--- config.mk ---
export PLATFORM = sky130hd
export DESIGN_NAME = dot_stream
export DESIGN_NICKNAME = d
export VERILOG_FILES = /design/src/rtl/dot_stream_pkg.sv /design/src/rtl/dot_stream_mac.sv /design/src/rtl/dot_stream.sv
export SDC_FILE = /design/constraint.sdc
export NUM_CORES = 2
export LEC_CHECK = 0
export ABC_AREA = 1
export CAP_MARGIN = 20
export CORE_AREA = 2 2 608 308
export DETAILED_ROUTE_END_ITERATION = 8
export DIE_AREA = 0 0 610 310
export HOLD_SLACK_MARGIN = 0.03
export PLACE_DENSITY = 0.43
export SLEW_MARGIN = 20
export SYNTH_ARGS = -nofsm -noshare
export SYNTH_HDL_FRONTEND = slang
export SYNTH_SLANG_ARGS = --single-unit
--- constraint.sdc ---
create_clock -name clk -period 12.7 [get_ports clk]
set_input_delay 2.54 -clock clk [delete_from_list [all_inputs] [get_ports clk]]
set_output_delay 2.54 -clock clk [all_outputs]
set_load 0.02 [all_outputs]
--- src/rtl/dot_stream_pkg.sv ---
// dot_stream_pkg: shared register map, status bit positions and FSM state encoding.
package dot_stream_pkg;
    localparam logic [3:0] REG_CTRL  = 4'd0;
    localparam logic [3:0] REG_BASE1 = 4'd1;
    localparam logic [3:0] REG_BASE2 = 4'd2;
    localparam logic [3:0] REG_LEN   = 4'd3;
    localparam logic [3:0] REG_STR1  = 4'd4;
    localparam logic [3:0] REG_STR2  = 4'd5;
    localparam logic [3:0] REG_STAT  = 4'd6;

    localparam int STAT_BUSY = 0;
    localparam int STAT_DONE = 1;
    localparam int STAT_OVF  = 2;

    typedef enum logic [1:0] {S_IDLE, S_ISSUE, S_DRAIN, S_FLUSH} state_e;
endpackage

--- src/rtl/dot_stream_mac.sv ---
// dot_stream_mac: 2-stage signed fixed-point multiply / slice / accumulate.
// Ports: clk, rst_n (async, active-low); clr_i clears accumulator and overflow;
//        vld_i qualifies a_i x b_i; acc_o running sum; ovf_o sticky clamp flag.
// Build option: DOT_SATURATE_EN clamps the accumulator instead of wrapping.
module dot_stream_mac #(
    parameter int DATA_W = 32,
    parameter int FRAC_W = 16
) (
    input  logic              clk,
    input  logic              rst_n,
    input  logic              clr_i,
    input  logic              vld_i,
    input  logic [DATA_W-1:0] a_i,
    input  logic [DATA_W-1:0] b_i,
    output logic [DATA_W-1:0] acc_o,
    output logic              ovf_o
);
    logic [2*DATA_W-1:0] full;
    logic [DATA_W-1:0]   prod_q, acc_q, acc_d, add;
    logic                pv_q, ovf_q, ovf_d, sat;
    logic                unused_bits;

    // Sign-extending both operands makes the low 2*DATA_W bits of an unsigned multiply the signed product.
    assign full = {{DATA_W{a_i[DATA_W-1]}}, a_i} * {{DATA_W{b_i[DATA_W-1]}}, b_i};
    assign unused_bits = ^{full[FRAC_W-1:0], full[2*DATA_W-1:FRAC_W+DATA_W]};

`ifdef DOT_SATURATE_EN
    logic [DATA_W:0] sum;
    assign sum = {acc_q[DATA_W-1], acc_q} + {prod_q[DATA_W-1], prod_q};
    assign sat = sum[DATA_W] ^ sum[DATA_W-1];
    // On overflow the true sign sits in the extra bit: build max or min from it.
    assign add = sat ? {sum[DATA_W], {(DATA_W-1){~sum[DATA_W]}}} : sum[DATA_W-1:0];
`else
    assign add = acc_q + prod_q;
    assign sat = 1'b0;
`endif

    always_comb begin
        acc_d = clr_i ? '0 : (pv_q ? add : acc_q);
        ovf_d = clr_i ? 1'b0 : ovf_q | (pv_q & sat);
    end

    always_ff @(posedge clk or negedge rst_n) begin
        if (!rst_n) begin
            prod_q <= '0;
            pv_q   <= 1'b0;
            acc_q  <= '0;
            ovf_q  <= 1'b0;
        end else begin
            prod_q <= full[FRAC_W+DATA_W-1:FRAC_W];
            pv_q   <= vld_i && !clr_i;
            acc_q  <= acc_d;
            ovf_q  <= ovf_d;
        end
    end

    assign acc_o = acc_q;
    assign ovf_o = ovf_q;
endmodule

--- src/rtl/dot_stream.sv ---
// dot_stream: CPU-programmed fixed-point dot-product engine with a pipelined read master.
// Ports: clk, rst_n (async, active-low);
//        slave_*  Avalon-MM register slave (0 start/result, 1-2 bases, 3 length,
//                 4-5 byte strides, 6 status {ovf,done,busy});
//        master_* Avalon-MM read master, up to MAX_OUT reads in flight; writes tied off.
// Build option: DOT_SATURATE_EN selects a saturating accumulator with sticky overflow.
module dot_stream
    import dot_stream_pkg::*;
#(
    parameter int DATA_W  = 32,
    parameter int FRAC_W  = 16,
    parameter int MAX_OUT = 4
) (
    input  logic        clk,
    input  logic        rst_n,
    output logic        slave_waitrequest,
    input  logic [3:0]  slave_address,
    input  logic        slave_read,
    input  logic        slave_write,
    output logic [31:0] slave_readdata,
    input  logic [31:0] slave_writedata,
    input  logic        master_waitrequest,
    output logic [31:0] master_address,
    output logic        master_read,
    input  logic [31:0] master_readdata,
    input  logic        master_readdatavalid,
    output logic        master_write,
    output logic [31:0] master_writedata
);
    localparam int OW = $clog2(MAX_OUT + 1);

    state_e            state_q, state_d;
    logic [31:0]       base1_q, base2_q, len_q, str1_q, str2_q;
    logic [31:0]       addr1_q, addr1_d, addr2_q, addr2_d, s1_q, s1_d, s2_q, s2_d, rem_q, rem_d;
    logic [OW-1:0]     out_q, out_d;
    logic              iph_q, iph_d, rph_q, rph_d, flush_q, flush_d, done_q, done_d;
    logic [DATA_W-1:0] v1_q, v1_d, acc;
    logic              ovf, busy, start, accept, rvalid;

    assign busy              = state_q != S_IDLE;
    assign start             = slave_write && slave_address == REG_CTRL && !busy;
    assign slave_waitrequest = busy && slave_address == REG_CTRL && (slave_read || slave_write);
    assign master_read       = state_q == S_ISSUE && out_q < OW'(MAX_OUT);
    // iph_q selects which vector the pending request belongs to, so the address holds while stalled.
    assign master_address    = iph_q ? addr2_q : addr1_q;
    assign master_write      = 1'b0;
    assign master_writedata  = '0;
    assign accept            = master_read && !master_waitrequest;
    // Responses with nothing outstanding (idle or after a reset) are stale and dropped.
    assign rvalid            = master_readdatavalid && busy && out_q != '0;

    always_comb begin
        state_d = state_q;
        addr1_d = addr1_q;
        addr2_d = addr2_q;
        s1_d    = s1_q;
        s2_d    = s2_q;
        rem_d   = rem_q;
        iph_d   = iph_q;
        rph_d   = rvalid ? ~rph_q : rph_q;
        v1_d    = (rvalid && !rph_q) ? master_readdata[DATA_W-1:0] : v1_q;
        out_d   = out_q + OW'(accept) - OW'(rvalid);
        flush_d = state_q == S_FLUSH && !flush_q;
        done_d  = done_q;
        case (state_q)
            S_IDLE: if (start) begin
                addr1_d = base1_q;
                addr2_d = base2_q;
                s1_d    = str1_q;
                s2_d    = str2_q;
                rem_d   = len_q;
                iph_d   = 1'b0;
                rph_d   = 1'b0;
                done_d  = 1'b0;
                state_d = len_q == '0 ? S_FLUSH : S_ISSUE;
            end
            S_ISSUE: if (accept) begin
                iph_d = ~iph_q;
                if (iph_q) begin
                    addr1_d = addr1_q + s1_q;
                    addr2_d = addr2_q + s2_q;
                    rem_d   = rem_q - 32'd1;
                    state_d = rem_q == 32'd1 ? S_DRAIN : S_ISSUE;
                end
            end
            S_DRAIN: if (out_q == '0) state_d = S_FLUSH;
            S_FLUSH: if (flush_q) begin
                state_d = S_IDLE;
                done_d  = 1'b1;
            end
            default: state_d = S_IDLE;
        endcase
    end

    always_ff @(posedge clk or negedge rst_n) begin
        if (!rst_n) begin
            state_q <= S_IDLE;
            {addr1_q, addr2_q, s1_q, s2_q, rem_q} <= '0;
            out_q   <= '0;
            {iph_q, rph_q, flush_q, done_q} <= '0;
            v1_q    <= '0;
        end else begin
            state_q <= state_d;
            addr1_q <= addr1_d;
            addr2_q <= addr2_d;
            s1_q    <= s1_d;
            s2_q    <= s2_d;
            rem_q   <= rem_d;
            out_q   <= out_d;
            iph_q   <= iph_d;
            rph_q   <= rph_d;
            flush_q <= flush_d;
            done_q  <= done_d;
            v1_q    <= v1_d;
        end
    end

    always_ff @(posedge clk or negedge rst_n) begin
        if (!rst_n) begin
            {base1_q, base2_q, len_q, str1_q, str2_q} <= '0;
        end else if (slave_write) begin
            case (slave_address)
                REG_BASE1: base1_q <= slave_writedata;
                REG_BASE2: base2_q <= slave_writedata;
                REG_LEN:   len_q   <= slave_writedata;
                REG_STR1:  str1_q  <= slave_writedata;
                REG_STR2:  str2_q  <= slave_writedata;
                default: ;
            endcase
        end
    end

    always_comb begin
        slave_readdata = '0;
        if (slave_read) begin
            case (slave_address)
                REG_CTRL:  slave_readdata = 32'(acc);
                REG_BASE1: slave_readdata = base1_q;
                REG_BASE2: slave_readdata = base2_q;
                REG_LEN:   slave_readdata = len_q;
                REG_STR1:  slave_readdata = str1_q;
                REG_STR2:  slave_readdata = str2_q;
                REG_STAT: begin
                    slave_readdata[STAT_BUSY] = busy;
                    slave_readdata[STAT_DONE] = done_q;
                    slave_readdata[STAT_OVF]  = ovf;
                end
                default: ;
            endcase
        end
    end

    // Odd responses carry the vec2 element that completes a product with the held vec1 element.
    dot_stream_mac #(.DATA_W(DATA_W), .FRAC_W(FRAC_W)) u_mac (
        .clk   (clk),
        .rst_n (rst_n),
        .clr_i (start),
        .vld_i (rvalid && rph_q),
        .a_i   (v1_q),
        .b_i   (master_readdata[DATA_W-1:0]),
        .acc_o (acc),
        .ovf_o (ovf)
    );
endmodule

==> metrics.yaml <==
gr-total-overflow: 0
die_height_um: 310
cts-buffers-inserted: 53
fp-row-count: 112
synth_edf_count: 0
dp_slack_ns: 1.14
clk_pin_slew_ns: 0.06
finalHoldViolations: 0
drive_gt1_share_pct: 3.85
grt_pass1_vias: 45769
ys_ff_latch: 426
cts_max_level: 2
clkSinkCount: 426
synthFlopType: "dfrtp_1"
syn_area_um2: 54900
gp_congestion: 1.00
die_area_um2: 189000
clk_latency_ns: 0.71
mostFrequentLayoutCells: "nand2_1 (1957), inv_1 (1640), fa_1 (842)"
netlist_instances: 7174
post_cts_buffers: 0
ys_async_sr_fraction_pct: 100
worst_slew_pin_slew_ns: 1.34
synth.avg_cell_area_um2: 7.65
vias: 48078
grt_max_degree: 92
maxCapViolCount: 0
fin_crit_sh_pct: 91.5
core_area_um2: 184000
final_nets: 8339
setup_tns_ns: 0
fp.dieW_um: 610
viasPerCell: 4.98
startpoint_type: "input port"
fin_skew_ns: 0.0585
grt_pass1_wl_um: 354000
relSlewSlack_pct: 10.5
grt_antenna_before_repair: 18
slew_violations: 0
drt_iter0_drc: 5881
path_class: "input port to flop"
synth.distinct_cells: 50
clock_path_buffers: 3
start_util_pct: 29.8
routed_wl_um: 250000
cp.required_ns: 13.31
cp_max_fo: 16
grt_usage_pct: 26.4
first_pass_iters: 5
antenna_cells: 0
wire_per_inst_um: 25.9
rsz0062_at_grt: "no"
yosys_warnings: 0
status: "finished clean"
drc: 0
worstPathArrival_ns: 12.23
finalCriticalPeriod_ns: 11.62
antenna_left: 0
setup_slack_ns: 1.08
area_growth_pct: 11.0
mostFrequentLayoutCell: "nand2_1"
cts_tree: "yes"
pin_count: 173
dp_hpwl_um: 208000
ys_seq_area_share_pct: 19.4
root_buffer: "clkbuf_16"
portBuffers: 139
max_freq_mhz: 86.1
hold_class: "flop to flop"
setup_viol: 0
cts-resized-gates: 0
endpoint_kind: "flop"
hold_buffers: 0
[cell usage after synthesis, types with 3 or more instances]
master	number	area, µm²
nor2_1	350	1310
nor4_1	19	119
clkbuf_1	287	1080
dfrtp_1	426	10700
xnor2_1	20	175
nand2_1	1962	7360
nand4_1	44	275
a221oi_1	23	201
a211oi_1	10	75.1
nor3_1	42	210
a21oi_1	235	1180
buf_4	35	263
nand3_1	158	791
xor2_1	60	526
fa_1	842	16900
ha_1	262	3280
a21boi_0	8	60.1
nor2_2	3	18.8
inv_1	1640	6160
a31oi_1	30	188
o21a_1	23	173
inv_2	5	18.8
o21ai_0	435	2180
and3_1	9	56.3
o21ai_1	52	260
buf_1	19	71.3
nand3b_1	13	97.6
a21o_1	12	90.1
o221ai_1	4	35.0
mux2_2	24	270
buf_2	10	50.1
o22ai_1	54	338
o211ai_1	21	158
o21bai_1	8	60.1
buf_6	8	90.1
[logic make-up (layout without fill, tap and decap cells)]
group	Yosys count	after routing	synth area share [%]
AOI/OAI and AO/OA	922	922	9.20
xor gates and xnor gates	80	80	1.28
adders and majority gates	1104	1104	36.7
buffers and inverters	2006	2002	14.1
DFF	426	426	19.4
muxes	24	24	0.492
other	1	33	0.00683
and+or+nand+nor	2611	2611	18.8
[registers in the layout, indices dropped and copies added, names as in the netlist, 2 cells and up]
| signal | count |
|---|---|
| addr1_q | 32 |
| addr2_q | 32 |
| base1_q | 32 |
| base2_q | 32 |
| len_q | 32 |
| out_q | 3 |
| rem_q | 32 |
| s1_q | 32 |
| s2_q | 32 |
| state_q | 2 |
| str1_q | 32 |
| str2_q | 32 |
| u_mac.acc_o | 32 |
| u_mac.prod_q | 32 |
| v1_q | 32 |
[per-stage QoR]
stage	hold WS (ns)	std cells	util (%)	area, µm²
floorplan	0.424	7206	-	55000
global placement	0.464	9556	32.0	59000
detailed placement	0.463	9556	32.0	59000
CTS	0.472	9652	33.0	60900
global route	0.496	9653	33.0	60900
finish	0.464	9653	33.0	60900
[worst paths after layout]
path                                          start          endpoint  slack (ns)  cells past startpoint
worst min register to register              flush_q           flush_q        0.46                      1
worst min-delay path                        flush_q           flush_q        0.46                      1
max in group asynchronous                     rst_n           v1_q[8]        8.31                      3
worst max-delay path            master_readdata[23]  u_mac.prod_q[27]        1.08                     22
worst max register to register             v1_q[15]  u_mac.prod_q[27]        2.78                     21
min in group asynchronous                     rst_n          rem_q[4]        1.84                      1
[worst max-delay path, stage by stage]
cell and delay [ns]:
clkdlybuf4s50_1 1.27, buf_4 0.42, nand2_1 0.13, fa_1 0.58, inv_1 0.06, fa_1 0.51, fa_1 0.48, fa_1 0.83
fa_1 0.53, fa_1 0.42, fa_1 0.52, inv_1 0.05, fa_1 0.47, inv_1 0.04, ha_1 0.42, nand2_1 0.18
nor2_1 0.32, inv_1 0.19, nor3_1 1.01, nand4_1 0.64, nand3_1 0.40, xor2_1 0.17
[layout make-up]
cell class / instances / area (µm²)
Timing Repair Buffer: 259 / 2390
Sequential cell: 426 / 10700
Multi-Input combinational cell: 4774 / 36700
Tap cell: 2451 / 3070
Fill cell: 19759 / 123000
Inverter: 1647 / 6190
Clock buffer: 65 / 1440
Clock inverter: 31 / 492
[layer usage]
| metal | share of wire (%) | vias up | GRT usage, % |
|---|---|---|---|
| li1 | - | 21370 | - |
| met1 | 55 | 24372 | 46.7 |
| met2 | 30 | 2218 | 27.1 |
| met3 | 14 | 112 | 11.2 |
| met4 | 0.77 | 6 | 2.13 |
| met5 | 0.10 | - | 0.850 |
Power is left out: the tool's default activity adds up to more than one toggle a clock period on the data nets, which glitch-free logic cannot reach.
